==> src/rtl/ex_mem_stage.sv <==
// EX/MEM pipeline register with data-cache request handshake.
// State | meaning
//   IDLE | no outstanding access, latched entry needs no memory
//   REQ  | request driven from latched dren/dwen, waiting for dhit
//   DONE | access completed, requests dropped, waiting for en
module ex_mem_stage #(
  parameter int WORD_W = 32,
  parameter int REG_W  = 5
) (
  input  logic              CLK,
  input  logic              nRST,
  input  logic              en,
  input  logic              flush,
  input  logic              ex_valid,
  input  logic [REG_W-1:0]  ex_rw,
  input  logic              ex_regwrite,
  input  logic              ex_memtoreg,
  input  logic              ex_dren,
  input  logic              ex_dwen,
  input  logic              ex_halt,
  input  logic [WORD_W-1:0] ex_alu_out,
  input  logic [WORD_W-1:0] ex_store,
  input  logic              dhit,
  input  logic [WORD_W-1:0] dmemload,
  output logic              dmemREN,
  output logic              dmemWEN,
  output logic [WORD_W-1:0] dmemaddr,
  output logic [WORD_W-1:0] dmemstore,
  output logic [REG_W-1:0]  mem_rw,
  output logic              mem_regwrite,
  output logic [WORD_W-1:0] mem_data,
  output logic              mem_load_pending,
  output logic [WORD_W-1:0] mem_wb_data,
  output logic              mem_stall,
  output logic              mem_halt
);

  localparam logic [1:0] IDLE = 2'd0;
  localparam logic [1:0] REQ  = 2'd1;
  localparam logic [1:0] DONE = 2'd2;

  logic [1:0]        state;
  logic              l_valid, l_regwrite, l_memtoreg, l_dren, l_dwen, l_halt;
  logic [REG_W-1:0]  l_rw;
  logic [WORD_W-1:0] l_alu, l_store, load_data;

  logic n_valid, n_regwrite, n_memtoreg, n_dren, n_dwen, n_halt;
  logic advance, in_req, rd_access, capture;

  // A store takes priority when both dren and dwen are latched.
  assign in_req    = (state == REQ);
  assign rd_access = l_dren & ~l_dwen;
  assign capture   = in_req & dhit & rd_access;

  assign mem_stall = in_req & ~dhit;
  assign advance   = en & ~mem_stall & ~mem_halt;

  assign n_valid    = ~flush & ex_valid;
  assign n_regwrite = ~flush & ex_regwrite;
  assign n_memtoreg = ~flush & ex_memtoreg;
  assign n_dren     = ~flush & ex_dren;
  assign n_dwen     = ~flush & ex_dwen;
  assign n_halt     = ~flush & ex_halt;

  always_ff @(posedge CLK or negedge nRST) begin
    if (!nRST) begin
      state      <= IDLE;
      l_valid    <= 1'b0;
      l_rw       <= '0;
      l_regwrite <= 1'b0;
      l_memtoreg <= 1'b0;
      l_dren     <= 1'b0;
      l_dwen     <= 1'b0;
      l_halt     <= 1'b0;
      l_alu      <= '0;
      l_store    <= '0;
      load_data  <= '0;
      mem_halt   <= 1'b0;
    end else begin
      if (capture)
        load_data <= dmemload;
      if (advance) begin
        l_valid    <= n_valid;
        l_rw       <= flush ? '0 : ex_rw;
        l_regwrite <= n_regwrite;
        l_memtoreg <= n_memtoreg;
        l_dren     <= n_dren;
        l_dwen     <= n_dwen;
        l_halt     <= n_halt;
        l_alu      <= flush ? '0 : ex_alu_out;
        l_store    <= flush ? '0 : ex_store;
        state      <= (n_valid & (n_dren | n_dwen)) ? REQ : IDLE;
        if (n_valid & n_halt)
          mem_halt <= 1'b1;
      end else if (in_req && dhit) begin
        state <= DONE;
      end
    end
  end

  assign dmemREN   = in_req & rd_access;
  assign dmemWEN   = in_req & l_dwen;
  assign dmemaddr  = l_alu;
  assign dmemstore = l_store;

  assign mem_rw           = l_rw;
  assign mem_regwrite     = l_regwrite & l_valid;
  assign mem_data         = l_alu;
  assign mem_load_pending = in_req & rd_access & l_valid;

  // On the dhit cycle the load data bypasses the capture register so MEM/WB
  // can take it on the same edge the next instruction is latched.
  assign mem_wb_data = !l_memtoreg ? l_alu :
                       capture     ? dmemload : load_data;

endmodule

==> config.mk <==
export PLATFORM = sky130hd
export DESIGN_NAME = ex_mem_stage
export DESIGN_NICKNAME = d
export VERILOG_FILES = /design/src/rtl/ex_mem_stage.sv
export SDC_FILE = /design/constraint.sdc
export NUM_CORES = 1
export LEC_CHECK = 0
export CAP_MARGIN = 25
export CORE_MARGIN = 2
export CORE_UTILIZATION = 42
export DETAILED_ROUTE_END_ITERATION = 6
export GPL_TIMING_DRIVEN = 0
export PLACE_DENSITY = 0.81
export SETUP_SLACK_MARGIN = 0.05
export SYNTH_ARGS = -nofsm -noshare
export SYNTH_HDL_FRONTEND = slang
export SYNTH_SLANG_ARGS = --single-unit
==> constraint.sdc <==
create_clock -name CLK -period 2.3 [get_ports CLK]
set_clock_uncertainty 0.15 [all_clocks]
set_input_delay 0.23 -clock CLK [delete_from_list [all_inputs] [get_ports CLK]]
set_output_delay 0.23 -clock CLK [all_outputs]
set_load 0.02 [all_outputs]
== Word-level counts from Yosys, hierarchy flattened ==
Index checks and enable logic that the tools add are counted.
Storage, ports and cells
  bits in registers: 109
  bits in latches: 0
  memories kept: 0
  output and inout port bits: 139
  logic and storage cells: 47
  RAM bits: 0
  bits in read-only memories: 0
Operators by class
  $mul: 0
  shift operators: 0
  $add $sub $neg: 0
  $lt $le $gt $ge: 0
  equal/unequal tests: 1
  bitwise operators: 24
  mux-type cells: 8
  reductions and logical operators: 3
  divide/modulo/power cells: 0
Operator list (count)
  two-way mux 32 bit: 4
  bitwise AND 1 bit: 18
  two-way mux 5 bit: 1
  NOT 1 bit: 5
  two-way mux 2 bit: 2
  == test 2 x 1 -> 1 bit (second input constant): 1
  AND reduction 2 bit: 1
  nonzero test 2 bit: 1
  logical AND 1 bit: 1
  two-way mux 1 bit: 1
  bitwise OR 1 bit: 1

== Logic depth before layout (Yosys ltp) ==
  depth in word-level cells: 6
  mapped depth: 6

== Least setup slack after synthesis ==
Ideal clock, no wire load.
  path type: register -> output
  start point: register state[1]
  end point: output mem_wb_data[22]
  required time: 1920 ps
  path buffers: 1
  stages on the path, launching flop included: 6
  setup slack: 297 ps
  arrival: 1623 ps
  cell sequence: dfrtp_1 nand4bb_1 clkinv_1 buf_2 nand3_1 a31oi_1
Between the ends
  longest elaborated chain between the ends: 5
RTL lines
  start, declared: line 42  | logic [1:0] state;
  start signal, assigned: line 92  | state <= (n_valid & (n_dren | n_dwen)) ? REQ : IDLE;
  == test 2 x 1 -> 1 bit: line 51  | assign in_req = (state == REQ);
  bitwise AND 1 bit (2 in series): line 53  | assign capture = in_req & dhit & rd_access;
  two-way mux 32 bit: line 114  | capture ? dmemload : load_data;
  two-way mux 32 bit: line 113  | assign mem_wb_data = !l_memtoreg ? l_alu :
  end, declared: line 33  | output logic [WORD_W-1:0] mem_wb_data,
No other way between the ends.

== Final worst setup path ==
  start point: register l_dwen
  end point: output mem_wb_data[13]
Between the ends
  longest elaborated chain between the ends: 5
RTL lines
  start, declared: line 43  | logic l_valid, l_regwrite, l_memtoreg, l_dren, l_dwen, l_halt;
  start signal, assigned: line 88  | l_dwen <= n_dwen;
  NOT 1 bit: line 52  | assign rd_access = l_dren & ~l_dwen;
  bitwise AND 1 bit: line 52
  bitwise AND 1 bit: line 53
  two-way mux 32 bit: line 114
  two-way mux 32 bit: line 113
No other way between the ends.

==> results.yml <==
placement:
  gp_congestion: 0.843
  hpwlAfterDp_um: 12200
  pre_cts_ws_ps: -381
  dp.cells: 920
  portBuffers: 248
clock_tree:
  clockRootBuffer: "clkbuf_16"
  clkTransAtPathRegs_ps: 70
  cts_max_level: 3
  insertion_delay_ps: 350
  cts_tree: "built"
  cts_buffers: 9
  cts_buffer_depth: 2
  clkSinkCount: 109
die:
  die_y_um: 118
  fp-row-count: 41
  coreArea_um2: 12600
  start_util_pct: 42.9
  die_x_um: 118
  die_area_um2: 13800
  io_pins: 251
timing:
  setup_viol: 0
  rsz0062_at_grt: "true"
  setup_slack_ps: 90.0
  period_minus_slack_ps: 2210
  fin_crit_sh_pct: 96.1
  slew_headroom_pct: 50.2
  final_max_slew_viol_count: 0
  fmax_ghz: 0.452
  tightest_slew_ps: 746
  hold_viol: 0
worst_setup_path:
  path_class: "reg2out"
  startpoint_type: "flop"
  arrival_ps: 1830
  path_max_fanout: 10
  crit_required_ps: 1920
  crit_path_end_kind: "output port"
routing:
  drtAntennaViolNets: 0
  num_vias: 4784
  wl_um: 16200
  viasPerCell: 5.07
  drc: 0
  avgRoutedWirePerCell_um: 17.2
  drt_iter0_markers: 256
  drtPass1Iterations: 4
logic_synthesis:
  synth-seq-cells: 109
  synth.most_common_cell: "dfrtp_1"
  synthTopCellsByCount: "109 x dfrtp_1, 74 x nor2b_1, 47 x mux2_2, 34 x o21ai_0"
  async_flop_share_pct: 100
  yosys-top-cells-area: "dfrtp_1 50%, mux2_2 9.8%, nor2b_1 8.6%, mux2_4 7.5%, buf_4 4.6%"
  yosysUniqueCellTypes: 23
  ys_seq_area_share_pct: 50.4
  synth-edff-count: 0
  yosys_warnings: 0
  syn_nets: 611
  avgSynthCellArea_um2: 10.8
  ys.flop_type: "dfrtp_1"
  synth_cells: 499
  yosysTopAreaCell: "dfrtp_1"
  synth_top_area_share_pct: 50.4
  syn_area_um2: 5410
final_layout:
  drive_gt1_share_pct: 25.4
  nets: 878
  area_delta_synth_final_pct: 58.0
  fin_cells: 943
  nFillCells: 1002
  n_antenna_cell: 0
grt:
  grt_overflow: 0
  antenna_found_initial: 0
  grt_max_degree: 57
  grt_util_all_layers_pct: 23.8
  grt_pass1_vias: 4985
  grt_first_pass_wirelength_um: 26100
pwr:
  peakVddDrop_mv: 0.766
  leakagePower_nw: 3.88
  power.density_nw_per_um2: 1330
outcome:
  status: "completed"
run:
  maxCapViolations: 0
hold_path:
  hold_class: "in2reg"
final cells by class:
cell class	instances	area, um2	area share (%)
multi-input cells	320	2340	27.3
flip-flops and latches	109	2730	31.9
plain buffers	68	465	5.44
clock inverters	3	67.6	0.790
inverters	2	12.5	0.146
clock buffers	13	260	3.04
well taps	172	215	2.52
repair buffers	256	2470	28.8
layer usage:
layer | track usage, % | wire [um] | vias to the layer above
met1 | 28.6 | 6300 | 2337
met3 | 7.95 | 1460 | 32
met4 | 9.34 | 426 | 0
met2 | 39.5 | 8020 | 215
li1 | - | - | 2200
met5 | 0 | 0 | -
stage by stage:
| stage | TNS (ps) | total power (W) | hold slack, ps | instance area, um2 | utilization (%) |
|---|---|---|---|---|---|
| after detailed placement | -9920 | 0.00979 | 190 | 8140 | 64.5 |
| after global placement | -361040 | 0.00962 | 332 | 8110 | 64.3 |
| after floorplan | 0 | 0.00666 | -216 | 5410 | - |
| after CTS | 0 | 0.0112 | 79.3 | 8410 | 66.6 |
| after global routing | -7.63 | 0.0119 | 105 | 8550 | 67.8 |
| final | 0 | 0.0113 | 89.7 | 8550 | 67.8 |
critical path, cell delays in order (launching register included):
cell and delay (ps):
dfrtp_1 380, nand4bb_4 300, clkinv_4 130, buf_8 150
nand3_1 110, a31oi_1 240, buf_4 170
state kept, by name, summed over array words and instances (netlist names):
| register | cells |
|---|---|
| dmemaddr | 32 |
| l_valid | 1 |
| l_dwen | 1 |
| l_memtoreg | 1 |
| mem_rw | 5 |
| mem_halt | 1 |
| l_dren | 1 |
| state | 2 |
| l_regwrite | 1 |
| dmemstore | 32 |
| load_data | 32 |
layout by cell type (no fill, tap or decap), types with 22 or more instances in the layout:
master             n
clkdlybuf4s50_1  212
dfrtp_1          109
nor2b_1           74
buf_4             66
mux2_2            47
nor2_1            33
nand2_1           32
a31oi_1           30
mux2_4            27
o21ai_1           24
nand3_1           22
logic make-up after synthesis:
logic type | share of synthesized area, %
AOI/OAI and AO/OA | 7.10
and+or+nand+nor | 17.2
muxes | 17.5
DFF | 50.4
buffers and inverters | 7.86
path summary, 6_finish.rpt:
| path | slack [ps] | to | cells after the start | start |
|---|---|---|---|---|
| setup / recovery | 90 | mem_wb_data[13] | 6 | l_dwen |
| hold / removal | 90 | load_data[31] | 3 | dhit |
| setup reg to reg | 340 | dmemaddr[19] | 5 | state[0] |
| hold reg to reg | 340 | load_data[10] | 2 | load_data[10] |
| max in group asynchronous | 930 | load_data[9] | 3 | nRST |
| min in group asynchronous | 330 | dmemaddr[18] | 2 | nRST |
what timing repair did:
item,CTS,global route
hold endpoints to repair,55,0
hold buffers,1,0
gates cloned,0,0
resized for setup,188,60
buffers inserted,2,4
setup endpoints to repair,34,34
pin swaps,5,23
where the power goes:
part           internal [W]  switching, W
clock network       0.00102      0.000672
registers           0.00272      0.000565
logic               0.00323       0.00313
Power figures use the tool's default switching activity.
